### src/rtl/act_sequencer.sv
`default_nettype none
// ============================================================================
// Module   : act_sequencer
// Summary  : Walks a block of elements through the fixed-latency activation
//            datapath: one buffer read per cycle, matching write-back after
//            PIPE_LATENCY cycles, start/done handshake to the layer controller.
//            Optional build macro ACT_SEQ_STALL_EN adds a stall input.
// Revision : 1.0 - initial release
// ============================================================================
module act_sequencer #(
  parameter int ADDR_WIDTH   = 6,
  parameter int PIPE_LATENCY = 3
) (
  input  logic                  clock,
  input  logic                  reset_n,
  input  logic                  start,
  input  logic [ADDR_WIDTH-1:0] base_addr,
  input  logic [ADDR_WIDTH-1:0] length,
  input  logic [1:0]            func_sel,
`ifdef ACT_SEQ_STALL_EN
  input  logic                  stall,
`endif
  output logic                  rd_en,
  output logic [ADDR_WIDTH-1:0] rd_addr,
  output logic [1:0]            act_func,
  output logic                  wr_en,
  output logic [ADDR_WIDTH-1:0] wr_addr,
  output logic                  busy,
  output logic                  done
);

  typedef enum logic [1:0] {
    S_IDLE  = 2'd0,
    S_ISSUE = 2'd1,
    S_DRAIN = 2'd2,
    S_DONE  = 2'd3
  } state_t;

  localparam logic [ADDR_WIDTH-1:0] c_one = ADDR_WIDTH'(1);

  state_t                  r_state;
  state_t                  w_state_nxt;
  logic [ADDR_WIDTH-1:0]   r_base;
  logic [ADDR_WIDTH-1:0]   r_len;
  logic [1:0]              r_func;
  logic [ADDR_WIDTH-1:0]   r_issue_cnt;
  logic [ADDR_WIDTH-1:0]   r_wr_cnt;
  logic [ADDR_WIDTH-1:0]   r_rd_addr;
  logic                    r_rd_en;
  logic                    r_busy;
  logic                    r_done;
  logic [PIPE_LATENCY-1:0] r_pipe_vld;
  logic [ADDR_WIDTH-1:0]   r_pipe_addr [PIPE_LATENCY];

  logic [ADDR_WIDTH-1:0]   w_issue_cnt_nxt;
  logic [ADDR_WIDTH-1:0]   w_wr_cnt_nxt;
  logic [ADDR_WIDTH-1:0]   w_rd_addr_nxt;
  logic                    w_rd_en_nxt;
  logic                    w_done_nxt;
  logic                    w_busy_nxt;
  logic                    w_load;
  logic                    w_stall;
  logic                    w_rd_fire;
  logic                    w_wr_fire;
  logic                    w_last_rd;
  logic                    w_last_wr;

`ifdef ACT_SEQ_STALL_EN
  assign w_stall = stall & ((r_state == S_ISSUE) | (r_state == S_DRAIN));
`else
  assign w_stall = 1'b0;
`endif

  // A stall masks the strobes in the same cycle; everything else simply holds.
  assign w_rd_fire = r_rd_en & ~w_stall;
  assign w_wr_fire = r_pipe_vld[PIPE_LATENCY-1] & ~w_stall;
  assign w_last_rd = (r_issue_cnt == (r_len - c_one));
  assign w_last_wr = (r_wr_cnt == (r_len - c_one));

  always_comb begin
    w_state_nxt     = r_state;
    w_issue_cnt_nxt = r_issue_cnt;
    w_wr_cnt_nxt    = r_wr_cnt;
    w_rd_addr_nxt   = r_rd_addr;
    w_rd_en_nxt     = r_rd_en;
    w_done_nxt      = 1'b0;
    w_load          = 1'b0;

    if (w_wr_fire) begin
      w_wr_cnt_nxt = r_wr_cnt + c_one;
    end

    case (r_state)
      S_IDLE: begin
        if (start) begin
          w_load          = 1'b1;
          w_issue_cnt_nxt = '0;
          w_wr_cnt_nxt    = '0;
          w_rd_addr_nxt   = base_addr;
          if (length == '0) begin
            w_state_nxt = S_DONE;
            w_done_nxt  = 1'b1;
          end else begin
            w_state_nxt = S_ISSUE;
            w_rd_en_nxt = 1'b1;
          end
        end
      end
      S_ISSUE: begin
        if (!w_stall) begin
          w_issue_cnt_nxt = r_issue_cnt + c_one;
          w_rd_addr_nxt   = r_base + w_issue_cnt_nxt;
          if (w_last_rd) begin
            w_state_nxt = S_DRAIN;
            w_rd_en_nxt = 1'b0;
          end
        end
      end
      S_DRAIN: begin
        if (w_wr_fire && w_last_wr) begin
          w_state_nxt = S_DONE;
          w_done_nxt  = 1'b1;
        end
      end
      S_DONE: begin
        w_state_nxt = S_IDLE;
      end
      default: begin
        w_state_nxt = S_IDLE;
      end
    endcase

    w_busy_nxt = (w_state_nxt != S_IDLE);
  end

  always_ff @(posedge clock or negedge reset_n) begin
    if (!reset_n) begin
      r_state <= S_IDLE;
    end else begin
      r_state <= w_state_nxt;
    end
  end

  always_ff @(posedge clock or negedge reset_n) begin
    if (!reset_n) begin
      r_base      <= '0;
      r_len       <= '0;
      r_func      <= '0;
      r_issue_cnt <= '0;
      r_wr_cnt    <= '0;
      r_rd_addr   <= '0;
      r_rd_en     <= 1'b0;
      r_busy      <= 1'b0;
      r_done      <= 1'b0;
    end else begin
      if (w_load) begin
        r_base <= base_addr;
        r_len  <= length;
        r_func <= func_sel;
      end
      r_issue_cnt <= w_issue_cnt_nxt;
      r_wr_cnt    <= w_wr_cnt_nxt;
      r_rd_addr   <= w_rd_addr_nxt;
      r_rd_en     <= w_rd_en_nxt;
      r_busy      <= w_busy_nxt;
      r_done      <= w_done_nxt;
    end
  end

  // Delay line mirrors the datapath latency so the write lands with its result.
  always_ff @(posedge clock or negedge reset_n) begin
    if (!reset_n) begin
      r_pipe_vld <= '0;
      for (int i = 0; i < PIPE_LATENCY; i++) begin
        r_pipe_addr[i] <= '0;
      end
    end else if (!w_stall) begin
      r_pipe_vld[0]  <= w_rd_fire;
      r_pipe_addr[0] <= r_rd_addr;
      for (int i = 1; i < PIPE_LATENCY; i++) begin
        r_pipe_vld[i]  <= r_pipe_vld[i-1];
        r_pipe_addr[i] <= r_pipe_addr[i-1];
      end
    end
  end

  assign rd_en    = w_rd_fire;
  assign rd_addr  = r_rd_addr;
  assign wr_en    = w_wr_fire;
  assign wr_addr  = r_pipe_addr[PIPE_LATENCY-1];
  assign busy     = r_busy;
  assign done     = r_done;
  assign act_func = r_func;

endmodule
`default_nettype wire

### config.mk
export PLATFORM = sky130hd
export DESIGN_NAME = act_sequencer
export DESIGN_NICKNAME = d
export VERILOG_FILES = /design/src/rtl/act_sequencer.sv
export SDC_FILE = /design/constraint.sdc
export NUM_CORES = 1
export LEC_CHECK = 0
export CAP_MARGIN = 30
export CORE_AREA = 5 5 78 87
export CTS_CLUSTER_DIAMETER = 80
export CTS_CLUSTER_SIZE = 12
export DETAILED_ROUTE_END_ITERATION = 10
export DIE_AREA = 0 0 83 92
export PLACE_DENSITY = 0.72
export SETUP_SLACK_MARGIN = 0.2
export SYNTH_ARGS = -nofsm -noshare
export SYNTH_HDL_FRONTEND = slang
export SYNTH_SLANG_ARGS = --single-unit
### constraint.sdc
create_clock -name clock -period 2.09 [get_ports clock]
set_input_delay 0.5225 -clock clock [delete_from_list [all_inputs] [get_ports clock]]
set_output_delay 0.5225 -clock clock [all_outputs]
set_load 0.05 [all_outputs]
Yosys cells after proc, flatten, opt, wreduce, memory -nomap -nowiden
Cells that the tools add are included.
W data, S select, Z words.
{"block": "op_classes", "addsub": 4, "mul": 0, "div_mod_pow": 0, "n_lt_le_gt_ge": 0, "eq_ne": 8, "n_shift": 0, "n_mux": 22, "n_bitwise": 0, "n_reduce_logical": 7}
{"operator": "$mux W6", "count": 5}
{"operator": "$pmux W6 S2", "count": 2}
{"operator": "$add A6 B1 Y6 const B", "count": 2}
{"operator": "$eq A6 B6 Y1", "count": 2}
{"operator": "$mux W1", "count": 8}
{"operator": "$mux W2", "count": 4}
{"operator": "$pmux W2 S4", "count": 1}
{"operator": "$add A6 B6 Y6", "count": 1}
{"operator": "$logic_not A6 Y1", "count": 1}
{"operator": "$ne A2 B2 Y1 const B", "count": 3}
{"operator": "$sub A6 B1 Y6 const B", "count": 1}
{"operator": "$eq A2 B2 Y1 const B", "count": 2}
{"operator": "$pmux W1 S2", "count": 2}
{"operator": "$reduce_and A4 Y1", "count": 1}
{"operator": "$reduce_bool A2 Y1", "count": 2}
{"operator": "$eq A2 B1 Y1 const B", "count": 1}
{"operator": "$logic_not A2 Y1", "count": 1}
{"operator": "$reduce_and A2 Y1", "count": 1}
{"operator": "$logic_and A1 B1 Y1", "count": 1}
{"block": "word_totals", "reg_bits": 58, "latch_bits": 0, "ram_bits": 0, "romBits": 0, "inputBits": 17, "out_inout_bits": 18, "elab_cells": 55, "mem_count": 0}

Depth between registers and ports, before layout
{"block": "logic_depth", "depth_word": 6, "ltp_mapped": 8, "ltp_nobuf": 8}

Least setup slack after synthesis
No wires, ideal clock.
{"block": "synth_timing", "path_kind": "register to register", "from": "register r_issue_cnt[0]", "to": "register r_rd_addr[5] (netlist: rd_addr[5])", "setup_time_ns": 0.077, "arrival_ns": 1.880, "t_required_ns": 2.013, "slack_ns": 0.132, "path_stages_with_launch": 9, "n_path_buf": 0, "synth_period_minus_slack_ns": 1.958, "path_cell_list": "dfrtp_1 -> ha_1 -> xor2_1 -> ha_1 -> o21ai_0 -> o21bai_1 -> a21oi_1 -> xnor3_1 -> a21oi_1"}
{"block": "synth_via", "elab_chain_len": 3}
{"element": "start: declaration", "line_no": "46", "text": "logic [ADDR_WIDTH-1:0] r_issue_cnt;"}
{"element": "start signal: assignment", "line_no": "161", "text": "r_issue_cnt <= w_issue_cnt_nxt;"}
{"element": "$add A6 B1 Y6", "line_no": "111", "text": "w_issue_cnt_nxt = r_issue_cnt + c_one;"}
{"element": "$add A6 B6 Y6", "line_no": "112", "text": "w_rd_addr_nxt = r_base + w_issue_cnt_nxt;"}
{"element": "$pmux W6 S2", "line_no": "93", "text": "case (r_state)"}
{"element": "end signal: assignment", "line_no": "163", "text": "r_rd_addr <= w_rd_addr_nxt;"}
{"element": "end: declaration", "line_no": "48", "text": "logic [ADDR_WIDTH-1:0] r_rd_addr;"}
No other way between the ends.
A chain may end at the register's enable or synchronous reset.

Final worst setup path
{"block": "layout_timing", "from": "register r_issue_cnt[1]", "to": "register r_rd_addr[5] (netlist: rd_addr[5])"}
Same word-level chain as after synthesis.

==> flow_metrics.py <==
metrics = {
    "final_layout": {
        "most-common-layout-cells": "nand2_1, dfrtp_1, buf_4",
        "area_growth_pct": 33.6,
        "antenna_cells": 0,
        "drive_gt1_share_pct": 22.8,
        "nets": 315,
        "final_common_cell": "nand2_1",
    },
    "route": {
        "drt_iter0_drc": 137,
        "ant_nets": 0,
        "vias": 1876,
        "wl_per_cell_um": 14.5,
        "vias_per_cell": 5.06,
        "drt_wl_total_mm": 5.38,
        "first_pass_iters": 4,
        "drcViolationCount": 0,
    },
    "timing": {
        "slew_violations": 0,
        "fin_skew_ns": 0.00671,
        "hold_violations": 0,
        "min_period_ns": 1.93,
        "post-route-period-util_pct": 92.3,
        "relSlewSlack_pct": 66.3,
        "hold_ws_ns": 0.151,
        "fmax_mhz": 518,
        "worstMarginPinSlew_ns": 0.508,
        "rsz0062_at_grt": "yes",
        "setup_viol": 0,
        "tns_ns": 0,
    },
    "floorplan": {
        "io_pins": 35,
        "die-area_um2": 7640,
        "fp.coreArea_um2": 5730,
        "fp-row-count": 29,
        "start_util_pct": 44.5,
        "die_w_um": 83,
        "die_h_um": 92,
    },
    "power_and_ir_drop": {
        "pwr_density_cell_nw_per_um2": 1950,
        "irDropWorstVdd_mv": 1.16,
        "p_leak_uw": 0.00157,
    },
    "clocking": {
        "root_buffer": "clkbuf_8",
        "cts.sinks": 58,
        "clk_pin_slew_worst_paths_ns": 0.07,
        "ctsHoldBuffers": 0,
        "cts_buffers": 9,
        "htreeDepth": 3,
        "cts_tree": "yes",
        "clk_path_buf_depth": 2,
        "insertion_delay_ns": 0.33,
    },
    "critical_path": {
        "start_kind": "flip-flop",
        "cp_max_fo": 4,
        "critPathKind": "reg -> reg",
        "cp.required_ns": 2.35,
        "cp-end-kind": "flip-flop",
        "worst_ep_arrival_time_ns": 2.19,
    },
    "synthesis": {
        "synth_compound_area_share_pct": 6.87,
        "synth.avg_cell_area_um2": 10.6,
        "synth.area.mux_share_pct": 0.785,
        "synth_warnings": 0,
        "synth.distinct_cells": 35,
        "synth_top_family_by_area": "simple AND/OR/NAND/NOR gates",
        "synth_cells": 240,
        "synthSimpleGateAreaFrac_pct": 17.0,
        "synth_xor_area_share_pct": 10.2,
        "ys_ff_latch": 58,
        "syn_nets": 266,
        "synth-seq-area-share_pct": 56.9,
        "async_reset_ff_share_pct": 100,
        "syn_area_um2": 2550,
        "synth_edf_count": 0,
        "synth_ff_type": "dfrtp_1",
        "synth_fa_ha_area_share_pct": 4.71,
    },
    "placement": {
        "hpwlAfterDp_mm": 3.68,
        "place.gp.congestion": 0.808,
        "port_buffers": 34,
    },
    "global_routing": {
        "track_usage_pct": 14.9,
        "grt_max_degree": 39,
        "grt.overflow.total": 0,
        "grt_pass1_wl_mm": 9.09,
        "antenna_found_initial": 0,
        "grt_pass1_vias": 1975,
    },
    "hold_path": {
        "hold_class": "in -> async",
    },
    "run_status": {
        "status": "finished clean",
    },
    "flow_run": {
        "cap_viol_max_count": 0,
    },
}
==> repair_timing <==
action	4_1_cts	5_1_grt
buffers inserted	9	2
pin swaps	5	8
endpoints found under the setup margin	16	5
gates resized for setup	24	15
==> where the power goes <==
group	internal, uW	switching [uW]	total (uW)
sequential	1660	434	2090
combinational	1560	1870	3430
clock	699	427	1130
total	3920	2730	6650
==> final timing paths <==
| check | from | end | slack (ns) | cells past startpoint |
|---|---|---|---|---|
| max in group asynchronous | reset_n | r_issue_cnt[1] | 1.36 | 2 |
| min reg2reg | r_pipe_addr[15] | r_pipe_addr[9] | 0.35 | 0 |
| max reg2reg | r_issue_cnt[1] | rd_addr[5] | 0.16 | 7 |
| min in group clock | r_pipe_addr[15] | r_pipe_addr[9] | 0.35 | 0 |
| max | r_issue_cnt[1] | rd_addr[5] | 0.16 | 7 |
| min | reset_n | r_wr_cnt[1] | 0.15 | 1 |
==> worst max-delay path, stage by stage, from the launching register on <==
cell and delay (ns):
dfrtp_2 0.45, ha_4 0.31, ha_4 0.21, a211oi_4 0.27
o21bai_2 0.11, a21oi_2 0.17, xnor3_1 0.24, a21oi_2 0.12
==> area by class of cell <==
class	instances	area, um2
clock buffer	11	141
clock inverter	5	77.6
inverter	3	11.3
tap	77	96.3
sequential	58	1460
timing repair buffer	53	460
fill	511	2320
multi-input combinational	164	1170
==> registers in the layout, indices dropped and copies added (netlist names) <==
signal / count
r_pipe_addr: 12
r_base: 6
r_issue_cnt: 6
r_len: 6
r_wr_cnt: 6
rd_addr: 6
wr_addr: 6
r_pipe_vld: 3
act_func: 2
r_state: 2
busy: 1
done: 1
rd_en: 1
==> logic make-up after synthesis <==
kind of cell / after synthesis
compound gates: 29
buf+inv: 18
mux: 2
xor+xnor: 28
flops: 58
fa+ha+maj: 9
simple gates: 96
==> cells in the mapped netlist (2+ instances only) <==
cell type | number | area [um2]
nor3_1 | 3 | 15.0
ha_1 | 8 | 100
xnor2_1 | 18 | 158
nor4_1 | 3 | 18.8
and3_1 | 2 | 12.5
o21ai_0 | 10 | 50.1
a211oi_1 | 2 | 15.0
inv_1 | 3 | 11.3
clkbuf_1 | 8 | 30.0
nand3_1 | 6 | 30.0
dfrtp_1 | 58 | 1450
buf_4 | 6 | 45.0
a21o_1 | 2 | 15.0
a22oi_1 | 3 | 22.5
nand2b_1 | 2 | 12.5
a21oi_1 | 7 | 35.0
nand2_1 | 60 | 225
nor2_1 | 8 | 30.0
xor2_1 | 9 | 78.8
nand4_1 | 3 | 18.8
or3_4 | 2 | 22.5
nor2b_1 | 2 | 12.5
o211ai_1 | 2 | 15.0
mux2i_1 | 2 | 20.0
==> metal layers <==
metal | share of wire (%) | up-vias | global-route usage, % | routed length [um]
li1 | - | 886 | - | -
met2 | 53 | 55 | 26.3 | 2870
met3 | 4.3 | 12 | 5.11 | 232
met5 | 0 | - | 0 | 0
met1 | 40 | 923 | 16.5 | 2170
met4 | 2.0 | 0 | 6.13 | 110
==> per-stage QoR <==
stage / total power (uW) / cell area (um2) / instances / utilization, % / setup WS [ns]
2_1_floorplan: 4230 / 2570 / 240 / - / 0.207
3_3_place_gp: 4880 / 2980 / 344 / 51.9 / 0.117
3_5_place_dp: 4950 / 2980 / 344 / 51.9 / 0.0475
4_1_cts: 6370 / 3320 / 369 / 57.9 / 0.200
5_1_grt: 7130 / 3410 / 371 / 59.5 / 0.0756
6_report: 6650 / 3410 / 371 / 59.5 / 0.161
Power figures use the tool's default switching activity.
